`config.mk`:
```
export PLATFORM = sky130hd
export DESIGN_NAME = prbs31_chk_ctrl
export DESIGN_NICKNAME = d
export VERILOG_FILES = /design/src/rtl/prbs_chk_pkg.sv /design/src/rtl/prbs_err_cnt.sv /design/src/rtl/prbs31_chk_ctrl.sv
export SDC_FILE = /design/constraint.sdc
export NUM_CORES = 1
export LEC_CHECK = 0
export CORE_UTILIZATION = 28
export CTS_CLUSTER_DIAMETER = 40
export CTS_CLUSTER_SIZE = 10
export DETAILED_ROUTE_END_ITERATION = 16
export GPL_TIMING_DRIVEN = 0
export SYNTH_ARGS = -nofsm -noshare
export SYNTH_HDL_FRONTEND = slang
export SYNTH_HIERARCHICAL = 1
export SYNTH_SLANG_ARGS = --single-unit
export TNS_END_PERCENT = 50
```
`constraint.sdc`:
```
create_clock -name C -period 8.4 [get_ports C]
set_clock_uncertainty 0.05 [all_clocks]
set_input_delay 1.68 -clock C [delete_from_list [all_inputs] [get_ports C]]
set_output_delay 1.68 -clock C [all_outputs]
set_load 0.01 [all_outputs]
```
`src/rtl/prbs_chk_pkg.sv`:
```
// Shared types and helpers for the PRBS-31 checker controller.
package prbs_chk_pkg;

    localparam int PRBS_W = 16;

    typedef enum logic [2:0] {
        IDLE   = 3'd0,
        SEED   = 3'd1,
        SEARCH = 3'd2,
        VERIFY = 3'd3,
        LOCKED = 3'd4,
        RESYNC = 3'd5
    } state_t;

    function automatic logic [4:0] popcount16(input logic [PRBS_W-1:0] v);
        logic [4:0] n;
        n = '0;
        for (int i = 0; i < PRBS_W; i++) begin
            n = n + {4'd0, v[i]};
        end
        return n;
    endfunction

endpackage

```
`src/rtl/prbs_err_cnt.sv`:
```
// Saturating counter with a variable increment and synchronous clear.
module prbs_err_cnt #(
    parameter int CNT_W = 32,
    parameter int INC_W = 5
) (
    input  logic             clk,
    input  logic             rst,
    input  logic             clr,
    input  logic [INC_W-1:0] inc,
    output logic [CNT_W-1:0] cnt
);

    logic [CNT_W:0] sum;

    always_comb begin
        sum = {1'b0, cnt} + {{(CNT_W + 1 - INC_W){1'b0}}, inc};
    end

    // A carry out of the top bit means the add overflowed, so clamp at all-ones.
    always_ff @(posedge clk) begin
        if (rst || clr) begin
            cnt <= '0;
        end else if (sum[CNT_W]) begin
            cnt <= '1;
        end else begin
            cnt <= sum[CNT_W-1:0];
        end
    end

endmodule

```
`src/rtl/prbs31_chk_ctrl.sv`:
```
// Control FSM and error accounting for a 16-bit parallel PRBS-31 checker.
// Drives an external generator and compares its output with the RX word stream.
module prbs31_chk_ctrl
    import prbs_chk_pkg::*;
#(
    parameter int LOCK_CNT    = 64,
    parameter int WIN_LEN     = 1024,
    parameter int LOSS_THRESH = 16,
    parameter int CNT_W       = 32
) (
    input  logic              C,
    input  logic              R,
    input  logic              en,
    input  logic              clr_cnt,
    input  logic              rx_valid,
    input  logic [PRBS_W-1:0] rx_data,
    input  logic [PRBS_W-1:0] gen_q,
    output logic              gen_ce,
    output logic              gen_rst,
    output logic              locked,
    output logic              lock_loss_pulse,
    output logic [CNT_W-1:0]  bit_err_cnt,
    output logic [CNT_W-1:0]  word_err_cnt,
    output logic [CNT_W-1:0]  word_cnt,
    output logic [2:0]        state_o
);

    localparam int MW = $clog2(LOCK_CNT);
    localparam int WW = $clog2(WIN_LEN);
    localparam int EW = $clog2(LOSS_THRESH);
    localparam logic [MW-1:0] LOCK_LAST = MW'(LOCK_CNT - 1);
    localparam logic [WW-1:0] WIN_LAST  = WW'(WIN_LEN - 1);
    localparam logic [EW-1:0] LOSS_LAST = EW'(LOSS_THRESH - 1);

    state_t        state, next_state;
    logic [MW-1:0] match_cnt;
    logic [WW-1:0] win_cnt;
    logic [EW-1:0] win_err;
    logic          word_eq;
    logic          take;
    logic          count_word;
    logic          err_word;
    logic [4:0]    bit_inc;

    always_comb begin
        word_eq    = (rx_data == gen_q);
        take       = en && rx_valid;
        count_word = take && (state == LOCKED);
        err_word   = count_word && !word_eq;
        bit_inc    = err_word ? popcount16(rx_data ^ gen_q) : 5'd0;
    end

    // In SEARCH the generator stays parked on its seed word until the stream matches it.
    always_comb begin
        next_state = state;
        gen_ce     = 1'b0;
        if (!en) begin
            next_state = IDLE;
        end else begin
            case (state)
                IDLE:   next_state = SEED;
                SEED:   next_state = SEARCH;
                SEARCH: begin
                    gen_ce = rx_valid && word_eq;
                    if (rx_valid && word_eq) next_state = VERIFY;
                end
                VERIFY: begin
                    gen_ce = rx_valid;
                    if (rx_valid && !word_eq)                    next_state = RESYNC;
                    else if (rx_valid && match_cnt == LOCK_LAST) next_state = LOCKED;
                end
                LOCKED: begin
                    gen_ce = rx_valid;
                    if (err_word && win_err == LOSS_LAST) next_state = RESYNC;
                end
                RESYNC:  next_state = SEARCH;
                default: next_state = IDLE;
            endcase
        end
    end

    always_ff @(posedge C) begin
        if (R) begin
            state           <= IDLE;
            gen_rst         <= 1'b1;
            lock_loss_pulse <= 1'b0;
            match_cnt       <= '0;
            win_cnt         <= '0;
            win_err         <= '0;
        end else begin
            state           <= next_state;
            gen_rst         <= (next_state == IDLE) || (next_state == SEED) || (next_state == RESYNC);
            lock_loss_pulse <= (state == LOCKED) && (next_state == RESYNC);

            if (state == SEARCH && next_state == VERIFY) begin
                match_cnt <= MW'(1);
            end else if (state == VERIFY && take && word_eq) begin
                match_cnt <= match_cnt + MW'(1);
            end

            // The loss window only runs while lock is held; any exit starts it afresh.
            if (state != LOCKED || next_state != LOCKED) begin
                win_cnt <= '0;
                win_err <= '0;
            end else if (count_word) begin
                if (win_cnt == WIN_LAST) begin
                    win_cnt <= '0;
                    win_err <= '0;
                end else begin
                    win_cnt <= win_cnt + WW'(1);
                    if (err_word) win_err <= win_err + EW'(1);
                end
            end
        end
    end

    always_comb begin
        locked  = (state == LOCKED);
        state_o = state;
    end

    prbs_err_cnt #(.CNT_W(CNT_W), .INC_W(5)) u_bit_err (
        .clk (C),
        .rst (R),
        .clr (clr_cnt),
        .inc (bit_inc),
        .cnt (bit_err_cnt)
    );

    prbs_err_cnt #(.CNT_W(CNT_W), .INC_W(1)) u_word_err (
        .clk (C),
        .rst (R),
        .clr (clr_cnt),
        .inc (err_word),
        .cnt (word_err_cnt)
    );

    prbs_err_cnt #(.CNT_W(CNT_W), .INC_W(1)) u_word_cnt (
        .clk (C),
        .rst (R),
        .clr (clr_cnt),
        .inc (count_word),
        .cnt (word_cnt)
    );

endmodule

```
==> reports/metrics.csv <==
stage;metric;value;unit
setup_path;r2r-start;state_o[0];
layout;layout_common_cells;clkdlybuf4s50_1, dfxtp_1, a21oi_1;
routing;drc;0;
setup_path;worst_ep_arrival_time;7110;ps
pwr;p_comb_share;13.3;%
worst_hold_path;holdPathStages;2;
job;cap_violations;0;
clock_tree;clk_pin_slew;60;ps
die;dieArea;24800;um^2
grt;track_usage;14.98;%
worst_hold_path;hold_start;win_cnt[1];
yosys;async_flop_share;0;%
clock_tree;htree_levels;4;
layout;seq_area;2422;um^2
routing;wl_per_cell;14.21;um
setup_path;critPathTopFamily;adder cells;
sta;rsz0062_at_grt;no;
pwr;p_clk_share;49.5;%
pwr;seqPwrFrac;37.2;%
yosys;muxShareOfSynthArea;0;%
grt;grt_pass1_wl;29.47;mm
setup_path;criticalPathCategory;in2reg;
yosys;synthAdderAreaFrac;6.582;%
grt;antenna_found_initial;0;
routing;drt_wl_total;17.68;mm
clock_tree;cts_resized;0;
setup_path;slowest_stage;fa_1;
layout;multi_input_area;4008;um^2
setup_path;critPathMaxFanout;10;
sta;fin_crit;6884;ps
sta;fin_hold_ws;438.5;ps
sta;setup_tns;0;ps
layout;syn2layout_area_growth;35.59;%
setup_path;max_stage_delay;540;ps
clock_tree;clockBufferDepth;2;
pwr;swShare;24.07;%
yosys;syn_nets;821;
layout;finalCoreUtilization;38.86;%
setup_path;cp-start-kind;input port;
setup_path;required;8630;ps
yosys;synth_compound_area_share;13.42;%
sta;fmax;145.3;MHz
yosys;synth-edff-count;0;
outcome;status;completed;
worst_hold_path;min_to;win_cnt[1];
routing;ant_nets;0;
sta;slew_violations;0;
die;die_w;157.5;um
yosys;ys_seq_elements;121;
yosys;synthFlopType;dfxtp_1;
routing;vias;6080;
pwr;p_leak;3.113;nW
routing;initialDrtViolationCount;258;
worst_hold_path;hp-class;reg2reg;
clock_tree;cts_hold_buf;0;
pwr;power_report.internal_total;1.174;mW
yosys;synth_top_family_by_area;simple AND/OR/NAND/NOR gates;
routing;viasPerCell;4.887;
sta;period_share;81.95;%
layout;n_fill_cell;2379;
placed_design;gp_congestion;0.8095;
clock_tree;insertion_delay;410;ps
pwr;p_sw;0.3724;mW
yosys;yosys.area_share.simple;26.66;%
yosys;syn_area;6768;um^2
placed_design;dpl.hpwl;13.03;mm
sta;maxSlewHeadroom;44.23;%
setup_path;critPathBufInv;6;
layout;layout.cells.most_common;clkdlybuf4s50_1;
setup_path;r2r-end;u_word_err/cnt[18];
grt;grt_pass1_vias;5869;
yosys;synth_cell_types;67;
die;ios;140;
grt;grt_max_degree;17;
layout;layout.nets;979;
yosys;ys_top_cells_by_area;dfxtp_1, xnor2_1, a21oi_1;
clock_tree;cts_tree;yes;
clock_tree;numCtsBuffers;17;
layout;drive_above_1_share;10.38;%
setup_path;worst-r2r-setup-slack;4620;ps
yosys;synth_top_area_share;35.79;%
sta;hold_viol_final;0;
setup_path;path_common_cell;fa_1;
clock_tree;clock-sinks;121;
yosys;synthCells;755;
yosys;synth_xor_area_share;12.55;%
setup_path;worstSetupEndpointType;flop;
sta;tightest_slew;834.8;ps
grt;grt-ovfl-total;0;
die;num_rows;56;
yosys;yosysSeqAreaShare;35.79;%
routing;first_pass_iters;4;
pwr;p_per_area;168.6;nW/um^2
die;die_h;157.5;um
sta;final-setup-viol-count;0;
clock_tree;post_cts_buffers;0;
pwr;peakVddDrop;0.1025;mV
placed_design;numPortBuffers;139;
layout;n_antenna_cell;0;
die;start_util;28.66;%
yosys;syn_area_per_cell;8.964;um^2
setup_path;crit_path_cell_trace;clkdlybuf4s50_1, xnor2_1, inv_1, fa_1, inv_1, fa_1, fa_1, fa_1, inv_1, ha_1, fa_1, and3_1, fa_1, a211oi_1, o21ba_2, buf_2, nor2_2, nand2_4, buf_6, a21oi_1;
yosys;yosys.area.top_type;dfxtp_1;
die;core_area;23610;um^2
yosys;ys_warn_count;6;
setup_path;r2r_cells;14;
clock_tree;cts_root_buffer;clkbuf_16;
registers in the layout, summed over array words and instances (netlist names), 3 cells and up:
| register | cells |
|---|---|
| state_o | 3 |
| u_bit_err/cnt | 32 |
| win_cnt | 10 |
| win_err | 4 |
| match_cnt | 6 |
| u_word_err/cnt | 32 |
| u_word_cnt/cnt | 32 |
how the worst max path moves through the flow:
| stage | endpoint | startpoint | slack (ps) | cells past startpoint |
|---|---|---|---|---|
| 5_1_grt | u_bit_err/cnt[14] | gen_q[0] | 1160 | 20 |
| 3_3_place_gp | u_bit_err/cnt[19] | gen_q[7] | 1130 | 20 |
| 3_5_place_dp | u_bit_err/cnt[15] | gen_q[0] | 1080 | 20 |
| 6_report | u_bit_err/cnt[19] | gen_q[0] | 1520 | 20 |
| 2_1_floorplan | u_bit_err/cnt[26] | gen_q[0] | 1940 | 18 |
| 4_1_cts | u_bit_err/cnt[17] | gen_q[0] | 1510 | 20 |
layer usage:
metal	vias to the layer above	share of wire (%)	track usage, %
li1	3056	-	-
met1	2868	47	19.29
met2	138	47	24.34
met3	18	5.1	3.937
met4	0	1.2	4.577
met5	-	0	0
cell families after synthesis:
logic type,after synthesis
and+or+nand+nor,295
AOI/OAI and AO/OA,155
DFF,121
xor gates and xnor gates,97
buffers and inverters,58
adders and majority gates,29
power by group through the flow:
stage / sequential (mW) / clock, mW / combinational [mW]
finish: 0.575 / 0.766 / 0.206
global route: 0.575 / 0.814 / 0.237
CTS: 0.575 / 0.787 / 0.210
detailed placement: 0.588 / 0 / 0.209
global placement: 0.588 / 0 / 0.206
floorplan: 0.588 / 0 / 0.153
cell type report:
type | count | area share [%]
Clock inverter | 12 | 1.909
Sequential cell | 121 | 26.40
Clock buffer | 19 | 4.827
Inverter | 22 | 0.8999
Tap cell | 319 | 4.350
Buffer | 36 | 2.782
Multi-Input combinational cell | 576 | 43.67
Timing Repair Buffer | 139 | 15.16
cells in the mapped netlist (5+ instances only):
cell type and n:
a211oi_1 7, a21o_1 7, a21oi_1 95, a31oi_1 10
and2_1 8, and3_1 13, and4_1 8, buf_6 9
clkbuf_1 16, dfxtp_1 121, fa_1 11, ha_1 18
inv_1 22, nand2_1 50, nand3_1 31, nand4_1 37
nor2_1 33, nor3_1 23, nor4_1 13, nor4_2 5
o21ai_0 15, or2_2 8, or3_1 12, or4_1 5
xnor2_1 56, xor2_1 41
tightest hold or removal path: stages (launching register included):
cell and delay [ps]:
dfxtp_1 330, nand2_1 60, a21oi_1 50
per-stage QoR:
stage	cells	total power [mW]	worst slack, ps	instance area, um^2
after floorplan	755	0.7405	1938	6768
after global placement	1213	0.7937	1130	8558
after detailed placement	1213	0.7966	1078	8558
after CTS	1244	1.572	1506	9176
after global routing	1244	1.626	1163	9176
final	1244	1.547	1516	9176
(Power assumes the default switching activity.)
